File: src/rtl/piso_serializer.sv
// Parallel-in, serial-out transmitter with a valid/ready load port.
// Each word leaves as WIDTH bits, each held CLKS_PER_BIT cycles, then a one-cycle done pulse.
module piso_serializer #(
    parameter int WIDTH        = 8,
    parameter int CLKS_PER_BIT = 1,
    parameter int MSB_FIRST    = 1,
    parameter int IDLE_LEVEL   = 0
) (
    input  logic             clk,
    input  logic             rst,
    input  logic             load_valid,
    input  logic [WIDTH-1:0] load_data,
    output logic             load_ready,
    output logic             sout,
    output logic             sout_valid,
    output logic             busy,
    output logic             done
);
    // Handshake: a word is taken on the rising edge where load_valid && load_ready;
    // load_ready is high only in IDLE, and load_valid while busy is simply ignored.
    localparam int BIT_W = (WIDTH > 1) ? $clog2(WIDTH) : 1;
    localparam int PER_W = (CLKS_PER_BIT > 1) ? $clog2(CLKS_PER_BIT) : 1;
    localparam logic [BIT_W-1:0] BIT_LAST = BIT_W'(WIDTH - 1);
    localparam logic [PER_W-1:0] PER_LAST = PER_W'(CLKS_PER_BIT - 1);
    localparam logic IDLE_BIT = (IDLE_LEVEL != 0);
    localparam logic MSB_SEL  = (MSB_FIRST != 0);

    typedef enum logic [1:0] {
        ST_IDLE  = 2'd0,
        ST_SHIFT = 2'd1,
        ST_DONE  = 2'd2
    } state_t;

    state_t           state;
    state_t           state_d;
    logic [WIDTH-1:0] shreg;
    logic [BIT_W-1:0] bit_cnt;
    logic [PER_W-1:0] per_cnt;
    logic             accept;
    logic             bit_end;
    logic             last_bit;
    logic             sout_d;

    assign accept   = (state == ST_IDLE) && load_valid && load_ready;
    assign bit_end  = (per_cnt == PER_LAST);
    assign last_bit = bit_end && (bit_cnt == BIT_LAST);

    always_ff @(posedge clk or posedge rst) begin
        if (rst) begin
            state <= ST_IDLE;
        end else begin
            state <= state_d;
        end
    end

    always_comb begin
        state_d = state;
        case (state)
            ST_IDLE:  if (accept)   state_d = ST_SHIFT;
            ST_SHIFT: if (last_bit) state_d = ST_DONE;
            ST_DONE:  state_d = ST_IDLE;
            default:  state_d = ST_IDLE;
        endcase
    end

    // The bit for the coming cycle: first bit straight from load_data on accept,
    // the next register bit at a period boundary, otherwise hold.
    always_comb begin
        sout_d = IDLE_BIT;
        if (state_d == ST_SHIFT) begin
            if (accept) begin
                sout_d = MSB_SEL ? load_data[WIDTH-1] : load_data[0];
            end else if (bit_end) begin
                sout_d = MSB_SEL ? shreg[WIDTH-2] : shreg[1];
            end else begin
                sout_d = sout;
            end
        end
    end

    always_ff @(posedge clk or posedge rst) begin
        if (rst) begin
            load_ready <= 1'b1;
            sout       <= IDLE_BIT;
            sout_valid <= 1'b0;
            busy       <= 1'b0;
            done       <= 1'b0;
        end else begin
            load_ready <= (state_d == ST_IDLE);
            sout       <= sout_d;
            sout_valid <= (state_d == ST_SHIFT);
            busy       <= (state_d != ST_IDLE);
            done       <= (state_d == ST_DONE);
        end
    end

    always_ff @(posedge clk or posedge rst) begin
        if (rst) begin
            shreg   <= '0;
            bit_cnt <= '0;
            per_cnt <= '0;
        end else if (accept) begin
            shreg   <= load_data;
            bit_cnt <= '0;
            per_cnt <= '0;
        end else if (state == ST_SHIFT) begin
            if (bit_end) begin
                per_cnt <= '0;
                bit_cnt <= last_bit ? '0 : bit_cnt + 1'b1;
                shreg   <= MSB_SEL ? (shreg << 1) : (shreg >> 1);
            end else begin
                per_cnt <= per_cnt + 1'b1;
            end
        end
    end

endmodule

File: config.mk
export PLATFORM = sky130hd
export DESIGN_NAME = piso_serializer
export DESIGN_NICKNAME = d
export VERILOG_FILES = /design/src/rtl/piso_serializer.sv
export SDC_FILE = /design/constraint.sdc
export NUM_CORES = 1
export LEC_CHECK = 0
export BUFFER_PORTS_ARGS = -buffer_cell sky130_fd_sc_hd__buf_2
export CAP_MARGIN = 30
export CELL_PAD_IN_SITES_DETAIL_PLACEMENT = 1
export CELL_PAD_IN_SITES_GLOBAL_PLACEMENT = 2
export CORE_AREA = 2 2 42 60
export CTS_CLUSTER_SIZE = 12
export DETAILED_ROUTE_END_ITERATION = 10
export DIE_AREA = 0 0 44 62
export GPL_TIMING_DRIVEN = 0
export PLACE_DENSITY_LB_ADDON = 0.12
export SETUP_SLACK_MARGIN = 0.15
export SLEW_MARGIN = 10
export SYNTH_ARGS = -nofsm -noshare
export SYNTH_HDL_FRONTEND = slang
export SYNTH_SLANG_ARGS = --single-unit
File: constraint.sdc
create_clock -name clk -period 2.5 [get_ports clk]
set_input_delay 0.5 -clock clk [delete_from_list [all_inputs] [get_ports clk]]
set_output_delay 0.5 -clock clk [all_outputs]
set_load 0.02 [all_outputs]
== After elaboration in Yosys (flattened, before gate mapping) ==
Cells that the tools add are included.

* Register bits after elaboration: 18
* Bits in latches: 0
* Bits in writable memories: 0
* Bits in read-only memories: 0
* Memories: 0

* Add/subtract/negate cells: 2
* $mul: 0
* Divide/modulo/power cells: 0
* Order comparisons: 0
* Equality and inequality tests: 6
* Shifts and indexed selects: 0
* Muxes and demuxes: 16
* Bitwise logic cells: 1
* Reductions and logical operators: 8

{| class="wikitable"
|+ Operator list
! kind !! number
|-
| two-way mux 7 bit || 3
|-
| two-way mux 3 bit || 4
|-
| two-way mux 1 bit || 6
|-
| equality test 2 x 1 -> 1 bit, second input constant || 2
|-
| zero test 2 bit || 2
|-
| two-way mux 2 bit || 2
|-
| case mux 2 bit (2 select lines) || 1
|-
| nonzero test 2 bit || 2
|-
| adder 3 x 1 -> 3 bit, second input constant || 1
|-
| equality test 3 bit, second input constant || 1
|-
| logical AND 1 bit || 3
|-
| inequality test 3 bit, second input constant || 1
|-
| equality test 2 bit, second input constant || 1
|-
| inequality test 2 x 1 -> 1 bit, second input constant || 1
|-
| AND reduction 2 bit || 1
|-
| adder 1 bit, second input constant || 1
|-
| NOT 1 bit || 1
|}

== Depth between registers and ports, before layout ==
Gate-level depths: netlist of run 1.

* Word-level depth: 7
* Depth in mapped cells: 5
* Mapped depth without buffers: 4

== Worst setup path before layout of run 1 ==
OpenSTA, ideal clock, no wires.

* Kind: register -> register
* Start: reg load_ready
* End: reg shreg[4]
* Library setup time: 0.118 ns
* Arrival time: 1.202 ns
* Setup slack: 1.180 ns
* Stages on the path, launching flop included: 5
* Path buffers: 1
* Clock period less this slack: 1.320 ns
* Cells stage by stage: dfstp_2 -> nor4bb_1 -> buf_4 -> nor2_4 -> a21o_1

* Cells in the longest elaborated chain, start to end: 3
* Elaborated cells on any way between the ends: 5
* Those cells by class: eq/ne (1); mux (1); reduce/logical (3)

{| class="wikitable"
|+ Ends and longest elaborated chain
! item !! line !! text
|-
| start: declaration || 13 || <nowiki>output logic load_ready,</nowiki>
|-
| start signal: assignment || 89 || <nowiki>load_ready <= (state_d == ST_IDLE);</nowiki>
|-
| logical AND 1 bit * || 44 || <nowiki>assign accept = (state == ST_IDLE) && load_valid && load_ready;</nowiki>
|-
| inequality test 2 x 1 -> 1 bit (no line) / nonzero test 2 bit (equally long branches) || - ||
|-
| AND reduction 2 bit (no line) || - ||
|-
| end signal: assignment || 103 || <nowiki>shreg <= load_data;</nowiki>
|-
| end signal: assignment || 110 || <nowiki>shreg <= MSB_SEL ? (shreg << 1) : (shreg >> 1);</nowiki>
|-
| end: declaration || 36 || <nowiki>logic [WIDTH-1:0] shreg;</nowiki>
|}

Mark *: on every way between the ends. The rest lies on a longest branch, timed or not.
A chain may end at the register's enable or synchronous reset.

== Worst setup path in the final report of run 1 ==
* Start: reg load_ready
* End: out load_ready

No word-level cell between the ends.

==> results of run 1 <==
## registers in the layout (all words and copies together), names as in the netlist
register,count
shreg,7
bit_cnt,3
state,2
busy,1
done,1
load_ready,1
sout,1
sout_valid,1
## area by class of cell
| cell class | count | area share (%) |
|---|---|---|
| plain buffers | 4 | 4.90 |
| clock buffers | 3 | 2.52 |
| clock inverters | 1 | 0.560 |
| inverters | 2 | 0.840 |
| multi-input cells | 39 | 31.8 |
| flip-flops and latches | 17 | 47.8 |
| well taps | 23 | 3.22 |
| repair buffers | 15 | 8.40 |
## kinds of logic after synthesis
| logic type | synth area share [%] |
|---|---|
| compound gates | 14.6 |
| fa+ha+maj | 3.28 |
| buf+inv | 6.73 |
| flops | 56.0 |
| mux | 3.94 |
| simple gates | 15.4 |
## where the power goes
| part | switching [W] | internal [W] | total (W) |
|---|---|---|---|
| logic | 0.000239 | 0.000207 | 0.000446 |
| registers | 0.0000491 | 0.000389 | 0.000438 |
| clock network | 0.0000932 | 0.0000596 | 0.000153 |
| total | 0.000381 | 0.000655 | 0.00104 |
## metrics by stage
step	util, %	area [um2]
5_1_grt	39.5	893
2_1_floorplan	-	762
6_report	39.5	893
3_5_place_dp	38.3	866
4_1_cts	39.5	893
3_3_place_gp	38.3	866
## cells in the mapped netlist
master / count
ha_1: 2
a21o_1: 3
nand2b_1: 1
dfstp_2: 1
mux2i_1: 3
a21oi_2: 1
buf_12: 1
inv_1: 2
nand2_2: 4
a21oi_1: 2
buf_4: 1
buf_2: 1
or2_1: 2
and2b_1: 1
buf_6: 1
nor2_1: 1
o21ai_2: 4
nor2_4: 1
and2_1: 2
or3_1: 1
a22o_1: 4
nand2_1: 6
nor4bb_1: 1
dfrtp_1: 16
## cell usage in the layout (no fill, tap or decap)
cell / instances
or2_1: 2
nor2_1: 1
nor2_4: 1
nor4bb_1: 1
dfrtp_1: 16
o21ai_2: 4
ha_1: 2
nand2b_1: 1
nand2_1: 6
a21oi_2: 1
a21oi_1: 2
buf_2: 16
or3_1: 1
a22o_1: 4
a21o_1: 3
dfstp_2: 1
inv_1: 2
clkbuf_4: 3
and2_1: 2
buf_12: 1
buf_6: 1
clkinv_2: 1
buf_4: 1
mux2i_1: 3
and2b_1: 1
nand2_2: 4
## worst max-delay path by stage
stage	cells past startpoint	to	slack [ns]	from
finish	1	load_ready	1.01	load_ready
global route	1	load_ready	0.97	load_ready
CTS	1	load_ready	1.0	load_ready
detailed placement	5	shreg[4]	1.05	load_valid
global placement	5	shreg[4]	1.07	load_valid
floorplan	4	shreg[4]	1.18	load_ready
## layer usage
layer | routed length (um) | up-vias | GRT usage (%)
met5 | 0 | - | 0
met4 | 48 | 0 | 10.4
met3 | 60 | 5 | 2.60
met2 | 661 | 16 | 20.8
met1 | 531 | 247 | 13.8
li1 | - | 247 | -
==> results.sh, run 1 <==
export IMPL_status="finished, final reports clean"
export IMPL_place_congestion=0.600
export IMPL_finalSetupViolCount=0
export IMPL_antenna_found_initial=0
export IMPL_slew_headroom_pct=58.1
export IMPL_timing_rr_end="bit_cnt[0]"
export IMPL_drv_slew=0
export IMPL_yosysTopAreaCell="dfrtp_1"
export IMPL_r2r_slack_ns=1.11
export IMPL_n_fill_cell=269
export IMPL_antennaDiodeCount=0
export IMPL_synth_area_um2=762
export IMPL_finalHoldViolCount=0
export IMPL_path_clk_slew_ns=0.11
export IMPL_cts_buffers=3
export IMPL_critPathMaxFanout=2
export IMPL_htreeDepth=1
export IMPL_routed_wl_mm=1.30
export IMPL_ctsHoldBuffers=0
export IMPL_critPathMaxStageDelay_ns=0.54
export IMPL_multi_input_area_um2=284
export IMPL_cts_sinks=17
export IMPL_area_growth_pct=17.2
export IMPL_maxCapViolCount=0
export IMPL_num_io_pins=16
export IMPL_cts_buffer_depth=2
export IMPL_worstPathCellList="buf_2"
export IMPL_grt_pass1_vias=530
export IMPL_dieArea_um2=2730
export IMPL_overflow=0
export IMPL_ys_ff_latch=17
export IMPL_critPathSlowestCell="dfstp_2"
export IMPL_setup_tns_ns=0
export IMPL_min_period_ns=1.49
export IMPL_fp_dieW_um=44
export IMPL_period_share_pct=59.6
export IMPL_core_area_um2=2260
export IMPL_grt_max_degree=18
export IMPL_cts_setup_buffers=0
export IMPL_ys_warn_count=0
export IMPL_worstPathRequired_ns=2.00
export IMPL_wire_per_inst_um=12.5
export IMPL_cts_root_buf="clkbuf_4"
export IMPL_fin_nets=95
export IMPL_fmax_ghz=0.672
export IMPL_drt_initial_drc_count=2
export IMPL_setup_slack_ns=1.01
export IMPL_rsz0062_at_grt="no"
export IMPL_syn_area_per_cell_um2=12.3
export IMPL_critPathCaptureType="output port"
export IMPL_finalClockSkew_ns=0.00416
export IMPL_synth_area_leaders="dfrtp_1, a22o_1, o21ai_2, mux2i_1, dfstp_2"
export IMPL_drc=0
export IMPL_p_leak_nw=0.469
export IMPL_timing_hold_ws_ns=0.262
export IMPL_cts_tree="built"
export IMPL_dp_cells=100
export IMPL_dpl_hpwl_um=956
export IMPL_critical_path_top_delay_family="flip-flops"
export IMPL_seq_area_um2=427
export IMPL_syn_nets=75
export IMPL_grt_pass1_wl_mm=2.35
export IMPL_ir_drop_uv=363
export IMPL_vias=515
export IMPL_start_util_pct=33.7
export IMPL_r2r_start="bit_cnt[0]"
export IMPL_reg2reg_depth=4
export IMPL_hp_class="in2async"
export IMPL_crit_arrival_ns=0.99
export IMPL_die_h_um=62
export IMPL_yosysUniqueCellTypes=24
export IMPL_power_density_nw_per_um2=1160
export IMPL_seq_area_frac_synth_pct=56.0
export IMPL_cts_resized=0
export IMPL_syn_inst=62
export IMPL_worstSetupStartpointType="register"
export IMPL_worst_slew_pin_slew_ns=0.628
export IMPL_insertion_delay_ns=0.30
export IMPL_io_buffers=15
export IMPL_dp_slack_ns=1.05
export IMPL_first_pass_iters=4
export IMPL_synth_top_area_share_pct=52.5
export IMPL_drive_gt1_share_pct=42.0
export IMPL_avgViaCountPerCell=4.95
export IMPL_detail_route_antenna_nets=0
export IMPL_critical_path_class="reg2out"
export IMPL_fp_row_count=21
export IMPL_final_cells=104
export IMPL_finalPower_w=0.00104
export IMPL_grtUsageTotal_pct=12.6
export IMPL_crit_buf_inv=1
Power figures use the tool's default switching activity.
==> run 2: changes to the inputs <==
Settings changed: CORE_AREA 2 2 42 60 to 2 2 44 62, DIE_AREA 0 0 44 62 to 0 0 46 64.
Clock period 2.5 ns to 1.55 ns, I/O delays scaled along.
==> run 2 against run 1 <==
  * Critical path depth rose by 3
  * Core utilization is 0.52 points higher
  * Hold slack worse by 0.17 ns
  * Sequential power is 63% higher
  * Count of clock-buffer cells in the layout stayed put
  * Die area up 7.9%
  * Cell count increased by 3.8%
  * Setup slack lost 0.79 ns
  * Sequential share of layout area decreased by 2.7 points
  * Clock skew rose by 0.0012 ns
  * Global-route usage shrank 0.76 points
  * Critical path type is now reg2reg
  * Largest power group unchanged
==> results.sh, run 2 (same netlist as run 1, synthesis figures left out) <==
export IMPL_status="finished, final reports clean"
export IMPL_overflow=0
export IMPL_first_pass_iters=2
export IMPL_path_clk_slew_ns=0.11
export IMPL_core_area_um2=2360
export IMPL_hp_class="in2async"
export IMPL_drc=0
export IMPL_htreeDepth=1
export IMPL_insertion_delay_ns=0.29
export IMPL_critPathMaxFanout=4
export IMPL_grt_pass1_vias=542
export IMPL_drive_gt1_share_pct=48.2
export IMPL_num_io_pins=16
export IMPL_worstSetupStartpointType="register"
export IMPL_cts_root_buf="clkbuf_4"
export IMPL_period_share_pct=85.9
export IMPL_place_congestion=0.635
export IMPL_dieArea_um2=2940
export IMPL_area_growth_pct=24.3
export IMPL_worstPathRequired_ns=1.78
export IMPL_grt_max_degree=18
export IMPL_ctsHoldBuffers=0
export IMPL_die_h_um=64
export IMPL_cts_tree="built"
export IMPL_reg2reg_depth=4
export IMPL_ir_drop_uv=572
export IMPL_routed_wl_mm=1.42
export IMPL_antenna_found_initial=0
export IMPL_final_cell_mix="buf_2, dfrtp_1, nand2_1"
export IMPL_drt_initial_drc_count=10
export IMPL_final_common_cell="buf_2"
export IMPL_antennaDiodeCount=0
export IMPL_avgViaCountPerCell=4.91
export IMPL_finalPower_w=0.00176
export IMPL_fin_nets=99
export IMPL_maxCapViolCount=0
export IMPL_detail_route_antenna_nets=0
export IMPL_critical_path_class="reg2reg"
export IMPL_fmax_ghz=0.751
export IMPL_cts_sinks=17
export IMPL_vias=530
export IMPL_p_leak_nw=0.492
export IMPL_finalSetupViolCount=0
export IMPL_cts_buffers=3
export IMPL_dpl_hpwl_um=965
export IMPL_wire_per_inst_um=13.1
export IMPL_fp_dieW_um=46
export IMPL_largest_reg_flops=7
export IMPL_cts_buffer_depth=2
export IMPL_critPathCaptureType="register"
export IMPL_slew_headroom_pct=56.6
export IMPL_rsz0062_at_grt="no"
export IMPL_n_fill_cell=287
export IMPL_worst_slew_pin_slew_ns=0.651
export IMPL_drv_slew=0
export IMPL_finalHoldViolCount=0
export IMPL_top_regs="shreg: 7 flops, bit_cnt: 3 flops, state: 2 flops"
export IMPL_min_period_ns=1.33
export IMPL_power_density_nw_per_um2=1850
export IMPL_crit_arrival_ns=1.56
export IMPL_setup_tns_ns=0
export IMPL_timing_hold_ws_ns=0.0883
export IMPL_fp_row_count=21
export IMPL_start_util_pct=32.2
export IMPL_io_buffers=15
export IMPL_grtUsageTotal_pct=11.8
export IMPL_regMostFlops="shreg"
export IMPL_grt_pass1_wl_mm=2.52
export IMPL_finalClockSkew_ns=0.00540
## run 2: critical path, cell delays in order, from the launching register on
cell     delay [ns]
dfrtp_1        0.40
ha_1           0.20
ha_2           0.19
or3_4          0.37
a21oi_2        0.11
## run 2: metrics by stage
step           cell area [um2]  util, %  cells  setup slack [ns]
2_1_floorplan              762        -     62             0.230
3_3_place_gp               866     36.6    100             0.183
3_5_place_dp               866     36.6    100             0.169
4_1_cts                    901     38.1    105             0.151
5_1_grt                    947     40.1    108             0.165
6_report                   947     40.1    108             0.219
## run 2: cell type report
class | instances | area [um2] | share of cell area (%)
repair buffers | 19 | 103 | 10.8
well taps | 23 | 28.8 | 3.04
multi-input cells | 39 | 307 | 32.4
clock buffers | 3 | 22.5 | 2.38
clock inverters | 1 | 5.00 | 0.528
plain buffers | 4 | 47.5 | 5.02
flip-flops and latches | 17 | 427 | 45.0
inverters | 2 | 7.51 | 0.793
## run 2: layer usage
metal	global-route usage, %	wire [um]
met2	18.9	716
met4	6.43	14
met3	2.54	49
met1	14.1	636
met5	0	0
## run 2: power by group
part / internal, W / total (W) / switching, W
logic: 0.000395 / 0.000798 / 0.000403
registers: 0.000627 / 0.000714 / 0.0000874
clock network: 0.0000959 / 0.000244 / 0.000148
total: 0.00112 / 0.00176 / 0.000638
## run 2: path summary, 6_finish.rpt
path	from	to	slack, ns
max	bit_cnt[0]	bit_cnt[0]	0.22
max in group asynchronous	rst	bit_cnt[2]	1.05
min	rst	shreg[1]	0.09
max reg2reg	bit_cnt[0]	bit_cnt[0]	0.22
min in group clk	load_data[1]	shreg[1]	0.21
min reg2reg	shreg[5]	shreg[5]	0.49
## run 2: repair_timing
action,CTS,global route
setup buffers,1,2
endpoints found under the setup margin,1,10
gates resized for setup,0,6
pin swaps,0,1
gates cloned,0,1
